## config.mk

```make
export PLATFORM = sky130hd
export DESIGN_NAME = wb_ip_splitter
export DESIGN_NICKNAME = d
export VERILOG_FILES = /design/src/rtl/wb_ip_splitter.sv
export SDC_FILE = /design/constraint.sdc
export NUM_CORES = 1
export LEC_CHECK = 0
export BUFFER_PORTS_ARGS = -buffer_cell sky130_fd_sc_hd__buf_4
export CORE_AREA = 2 2 127 129
export CTS_CLUSTER_DIAMETER = 60
export DETAILED_ROUTE_END_ITERATION = 10
export DIE_AREA = 0 0 129 131
export PLACE_DENSITY_LB_ADDON = 0.05
export SLEW_MARGIN = 20
export SYNTH_ARGS = -nofsm -noshare
export SYNTH_HDL_FRONTEND = slang
export SYNTH_SLANG_ARGS = --single-unit
```

## constraint.sdc

```tcl
create_clock -name wb_clk_i -period 5.56 [get_ports wb_clk_i]
set_clock_uncertainty 0.1 [all_clocks]
set_input_delay 1.112 -clock wb_clk_i [delete_from_list [all_inputs] [get_ports wb_clk_i]]
set_output_delay 1.112 -clock wb_clk_i [all_outputs]
set_load 0.05 [all_outputs]
```

## src/rtl/wb_ip_splitter.sv

```systemverilog
// Wishbone splitter: one upstream slave port fanned out to NSLV IP blocks by address window.
// Optional status window at idx == NSLV when WB_SPLIT_STATUS_EN is defined.
module wb_ip_splitter #(
    parameter int NSLV    = 4,
    parameter int IDX_LSB = 16,
    parameter int IDX_W   = 3,
    parameter int TIMEOUT = 255
) (
    input  logic                 wb_clk_i,
    input  logic                 wb_rst_n_i,
    input  logic                 wbs_cyc_i,
    input  logic                 wbs_stb_i,
    input  logic                 wbs_we_i,
    input  logic [3:0]           wbs_sel_i,
    input  logic [31:0]          wbs_adr_i,
    input  logic [31:0]          wbs_dat_i,
    output logic                 wbs_ack_o,
    output logic [31:0]          wbs_dat_o,
    output logic [NSLV-1:0]      s_cyc_o,
    output logic [NSLV-1:0]      s_stb_o,
    output logic                 s_we_o,
    output logic [3:0]           s_sel_o,
    output logic [31:0]          s_adr_o,
    output logic [31:0]          s_dat_o,
    input  logic [32*NSLV-1:0]   s_dat_i,
    input  logic [NSLV-1:0]      s_ack_i,
    input  logic [NSLV-1:0]      s_irq_i,
    output logic [2:0]           irq_o,
    input  logic                 err_clr_i,
    output logic                 err_o
);
    typedef enum logic [1:0] {IDLE, REQ, RESP} state_t;

    localparam logic [15:0]     TO_LAST  = 16'(TIMEOUT - 1);
    localparam logic [IDX_W:0]  NSLV_W   = NSLV[IDX_W:0];
    localparam logic [NSLV-1:0] SEL_ONE  = NSLV'(1);
    localparam logic [31:0]     DAT_UNMAP = 32'hDEAD_BEEF;
    localparam logic [31:0]     DAT_TOUT  = 32'hBADC_0FFE;

    state_t            state_q;
    logic [15:0]       cnt_q;
    logic [NSLV-1:0]   stb_q;
    logic              ack_q;
    logic [31:0]       dat_q;
    logic              err_q;
    logic [2:0]        irq_q;
    logic              we_q;
    logic [3:0]        sel_q;
    logic [31:0]       adr_q;
    logic [31:0]       wdat_q;

    logic [IDX_W-1:0]  adr_idx;
    logic [IDX_W:0]    idx_ext;
    logic              ack_hit;
    logic [31:0]       rdata;
    logic [2:0]        irq_d;
    logic              status_hit;

`ifdef WB_SPLIT_STATUS_EN
    logic [15:0]       tcnt_q;
    logic [7:0]        last_err_q;
    logic [IDX_W-1:0]  idx_q;
    logic [31:0]       status_word;
    assign status_word = {tcnt_q, last_err_q, 7'b0, err_q};
    assign status_hit  = (idx_ext == NSLV_W);
`else
    assign status_hit  = 1'b0;
`endif

    assign adr_idx = wbs_adr_i[IDX_LSB +: IDX_W];
    assign idx_ext = {1'b0, adr_idx};
    // stb_q is one-hot on the selected slave, so masking gives the selected ack only
    assign ack_hit = |(s_ack_i & stb_q);

    always_comb begin
        rdata = '0;
        irq_d = '0;
        for (int j = 0; j < NSLV; j++) begin
            if (stb_q[j]) rdata = rdata | s_dat_i[32*j +: 32];
            if (j % 3 == 0) irq_d[0] = irq_d[0] | s_irq_i[j];
            if (j % 3 == 1) irq_d[1] = irq_d[1] | s_irq_i[j];
            if (j % 3 == 2) irq_d[2] = irq_d[2] | s_irq_i[j];
        end
    end

    always_ff @(posedge wb_clk_i or negedge wb_rst_n_i) begin
        if (!wb_rst_n_i) begin
            state_q <= IDLE;
            cnt_q   <= '0;
            stb_q   <= '0;
            ack_q   <= 1'b0;
            dat_q   <= '0;
            err_q   <= 1'b0;
            irq_q   <= '0;
            we_q    <= 1'b0;
            sel_q   <= '0;
            adr_q   <= '0;
            wdat_q  <= '0;
`ifdef WB_SPLIT_STATUS_EN
            tcnt_q     <= '0;
            last_err_q <= '0;
            idx_q      <= '0;
`endif
        end else begin
            ack_q <= 1'b0;
            irq_q <= irq_d;
            if (err_clr_i) err_q <= 1'b0;
            // set paths below are assigned later so they win over a same-cycle clear
            case (state_q)
                IDLE: begin
                    cnt_q <= '0;
                    if (wbs_cyc_i && wbs_stb_i) begin
                        we_q   <= wbs_we_i;
                        sel_q  <= wbs_sel_i;
                        adr_q  <= wbs_adr_i;
                        wdat_q <= wbs_dat_i;
                        if (status_hit) begin
`ifdef WB_SPLIT_STATUS_EN
                            dat_q <= status_word;
                            if (wbs_we_i && wbs_dat_i[0]) begin
                                err_q  <= 1'b0;
                                tcnt_q <= '0;
                            end
`endif
                            ack_q   <= 1'b1;
                            state_q <= RESP;
                        end else if (idx_ext < NSLV_W) begin
                            stb_q   <= SEL_ONE << adr_idx;
                            state_q <= REQ;
`ifdef WB_SPLIT_STATUS_EN
                            idx_q   <= adr_idx;
`endif
                        end else begin
                            dat_q   <= DAT_UNMAP;
                            ack_q   <= 1'b1;
                            err_q   <= 1'b1;
                            state_q <= RESP;
`ifdef WB_SPLIT_STATUS_EN
                            last_err_q <= 8'(adr_idx);
`endif
                        end
                    end
                end
                REQ: begin
                    if (!wbs_cyc_i) begin
                        stb_q   <= '0;
                        cnt_q   <= '0;
                        state_q <= IDLE;
                    end else if (ack_hit) begin
                        dat_q   <= rdata;
                        stb_q   <= '0;
                        ack_q   <= 1'b1;
                        state_q <= RESP;
                    end else if (cnt_q == TO_LAST) begin
                        dat_q   <= DAT_TOUT;
                        stb_q   <= '0;
                        ack_q   <= 1'b1;
                        err_q   <= 1'b1;
                        state_q <= RESP;
`ifdef WB_SPLIT_STATUS_EN
                        last_err_q <= 8'(idx_q);
                        if (tcnt_q != 16'hFFFF) tcnt_q <= tcnt_q + 16'd1;
`endif
                    end else begin
                        cnt_q <= cnt_q + 16'd1;
                    end
                end
                default: begin
                    cnt_q   <= '0;
                    state_q <= IDLE;
                end
            endcase
        end
    end

    assign wbs_ack_o = ack_q;
    assign wbs_dat_o = dat_q;
    assign s_cyc_o   = stb_q;
    assign s_stb_o   = stb_q;
    assign s_we_o    = we_q;
    assign s_sel_o   = sel_q;
    assign s_adr_o   = adr_q;
    assign s_dat_o   = wdat_q;
    assign irq_o     = irq_q;
    assign err_o     = err_q;

endmodule
```

==> results.md <==
- Clock Latency Late Sink: approximately 0.41 ns
- # hold bufs at CTS: 0
- Utilization after layout: between 50% and 60%
- CTS tree: built
- Total track usage: between 20 and 25%
- Row count: 46
- Most frequent cells in the layout: buf_4, nand2_1, dfrtp_1
- Worst setup margin: 2.753 ns
- TritonCTS Sinks: between 100 and 150
- Worst-margin pin slew: 1.082 ns
- Initial cell density of the core: a little under two fifths
- Achievable frequency: 356.3 MHz
- CTS HTree Levels: 4
- WL/cell: between 15 and 20 um
- Setup Fix Bufs, Post-CTS: 0
- Setup TNS: 0 ns
- Slew Viols, Final: 0
- RSZ-0062 raised after global routing: no
- WL final: around 21000 um
- DP Worst Slack: ~2.3 ns
- Post-Place Cell Area: between 0.008 and 0.009 mm2
- Nets@finish: about 1.2k
- Antenna violations before repair: 0
- Max-slew headroom: 27.88%
- Sequential Area: 0.003203 mm2
- Top cell type's share of synthesized area: a little over half
- Maximum clock insertion buffer count: 2
- Mean post-synth cell area: just over 9 um2
- Die area: approximately 0.017 mm2
- Synth Register Bits: 128
- P_leak: 4.581 nW
- Diode count: 0
- Setup CP Type: in2reg
- Area leader, netlist: dfrtp_1
- DPL Wire Length: roughly 15000 um
- Post-route clock period utilization: between 50% and 60%
- Io pins: between 300 and 400
- Worst EP required: about 5.7 ns
- Post-Syn Instances: approximately 650
- Die Y: 131 um
- Layout area overhead: 52.91%
- Setup crit start kind: input port
- Syn. warnings: 0
- TritonCTS buffer count: 17
- Fillers: roughly 1.4k
- Sequential share of the synthesized area: 53.89%
- Crit path arrival time: 2.95 ns
- Mapped cell area: 0.005943 mm2
- Outcome: complete, no violations
- Power Dens Cells: a little over 400 mW/mm2
- CTS clk-pin slew, worst paths: 0.05 ns
- Vias per cell: 5.085
- ANT nets after route: 0
- Cell area after layout: about 0.0091 mm2
- Total core area: between 0.015 and 0.02 mm2
- Vias in the first global route: between 6k and 7k
- Main synth FF type: dfrtp_1
- First-pass GRT wire length: just over 30000 um
- Hold Vio Cnt, Final: 0
- Most common cell after layout, fill and taps aside: buf_4
- IO Port Bufs: roughly 320
- PnR Total Power: between 3 and 4 mW
- Total of max-cap violations: 0
- Tmin final: between 2 and 3 ns
- Vias after detailed routing: approximately 6.0k
- Initial DRC Count: between 400 and 500
- IR drop worst, VDD: between 200 and 300 uV
- Post-Syn Nets: around 860
- First drt pass iteration count: 4
- DRC viols: 0
- Final GP Congestion: 0.8063
- Top post-synthesis cells by area: dfrtp_1, nand2_1, a22oi_1
- Crit path max fanout: 34
- Share of cells above drive strength 1: between 30% and 40%
- Asr flop ratio synth: 100.0%
- Number of synthesized flops with an enable pin: 0
- Worst setup EP type: flip-flop
- Remaining Overflow, GRT: 0
- Root Driver: clkbuf_16
- CTS resizes: 0
- Area of the multi-input gates: approximately 0.0025 mm2
- Largest net degree at the start of global routing: slightly below 70
- Hold Path Class: reg2reg
- Endpoints failing setup: 0
- Unique masters post-synth: 47
- Die width: 129 um
## per-stage QoR
step | std cells | hold slack (ns)
6_report | 1173 | 0.3721
5_1_grt | 1173 | 0.4005
4_1_cts | 1173 | 0.3775
3_5_place_dp | 1141 | 0.3633
3_3_place_gp | 1141 | 0.3608
2_1_floorplan | 645 | 0.3782
## registers in the layout (all words and copies together) (netlist names)
name / count
wbs_ack_o: 1
state_q: 2
wbs_dat_o: 32
s_adr_o: 32
irq_o: 3
s_sel_o: 4
s_cyc_o: 4
err_o: 1
s_we_o: 1
s_dat_o: 32
cnt_q: 16
## per-layer routing
metal / vias to the layer above / GRT usage [%] / wire (um)
met5: - / 0 / 0
met4: 0 / 7.609 / 318
met3: 24 / 8.917 / 1795
met2: 242 / 40.93 / 10510
met1: 2856 / 28.64 / 8256
li1: 2843 / - / -
## worst max-delay path, stage by stage
cell	delay, ns
buf_4	0.10
inv_2	0.05
or3_1	0.66
a21oi_4	0.83
o21ai_1	0.19
## power by group
part           internal (mW)  switching, mW
logic                  0.447          0.958
registers               1.09         0.0933
clock network          0.736          0.392
## cells in the mapped netlist, types with 6 or more instances
cell        n
nor2_1      9
clkbuf_1   34
or4_1      10
o32a_1     16
a21oi_1    16
buf_2       9
a22oi_1    58
mux2i_1     6
inv_1       8
o31ai_1    11
dfrtp_1   128
nand3_1    13
nand2_1   246
o21ai_1     8
## cells by family (layout without fill, tap and decap cells)
kind of cell             after synthesis  count (layout)  share of synthesized area (%)
adder cells (fa/ha/maj)                2               2                         0.4210
AO/OA/AOI/OAI                        134             134                          17.05
buffers and inverters                 61             373                          4.737
flip-flops                           128             128                          53.89
multiplexers                           6               6                          1.011
AND/OR/NAND/NOR                      314             314                          22.88
## cell type report
| class | instances | area share, % |
|---|---|---|
| clock buffers | 21 | 5.177 |
| well taps | 216 | 2.974 |
| clock inverters | 11 | 1.501 |
| multi-input cells | 456 | 27.30 |
| repair buffers | 332 | 27.43 |
| flip-flops and latches | 128 | 35.25 |
| inverters | 9 | 0.3717 |
## final timing paths
kind | startpoint | end | slack [ns] | cells after the start
max | wbs_cyc_i | wbs_dat_o[15] | 2.75 | 5
max in group asynchronous | wb_rst_n_i | s_adr_o[20] | 3.75 | 2
max reg2reg | s_cyc_o[2] | wbs_dat_o[3] | 2.86 | 5
min | s_adr_o[24] | s_adr_o[24] | 0.37 | 2
min reg2reg | s_adr_o[24] | s_adr_o[24] | 0.37 | 2
min in group asynchronous | wb_rst_n_i | s_adr_o[17] | 0.57 | 1
Power figures use the tool's default switching activity.
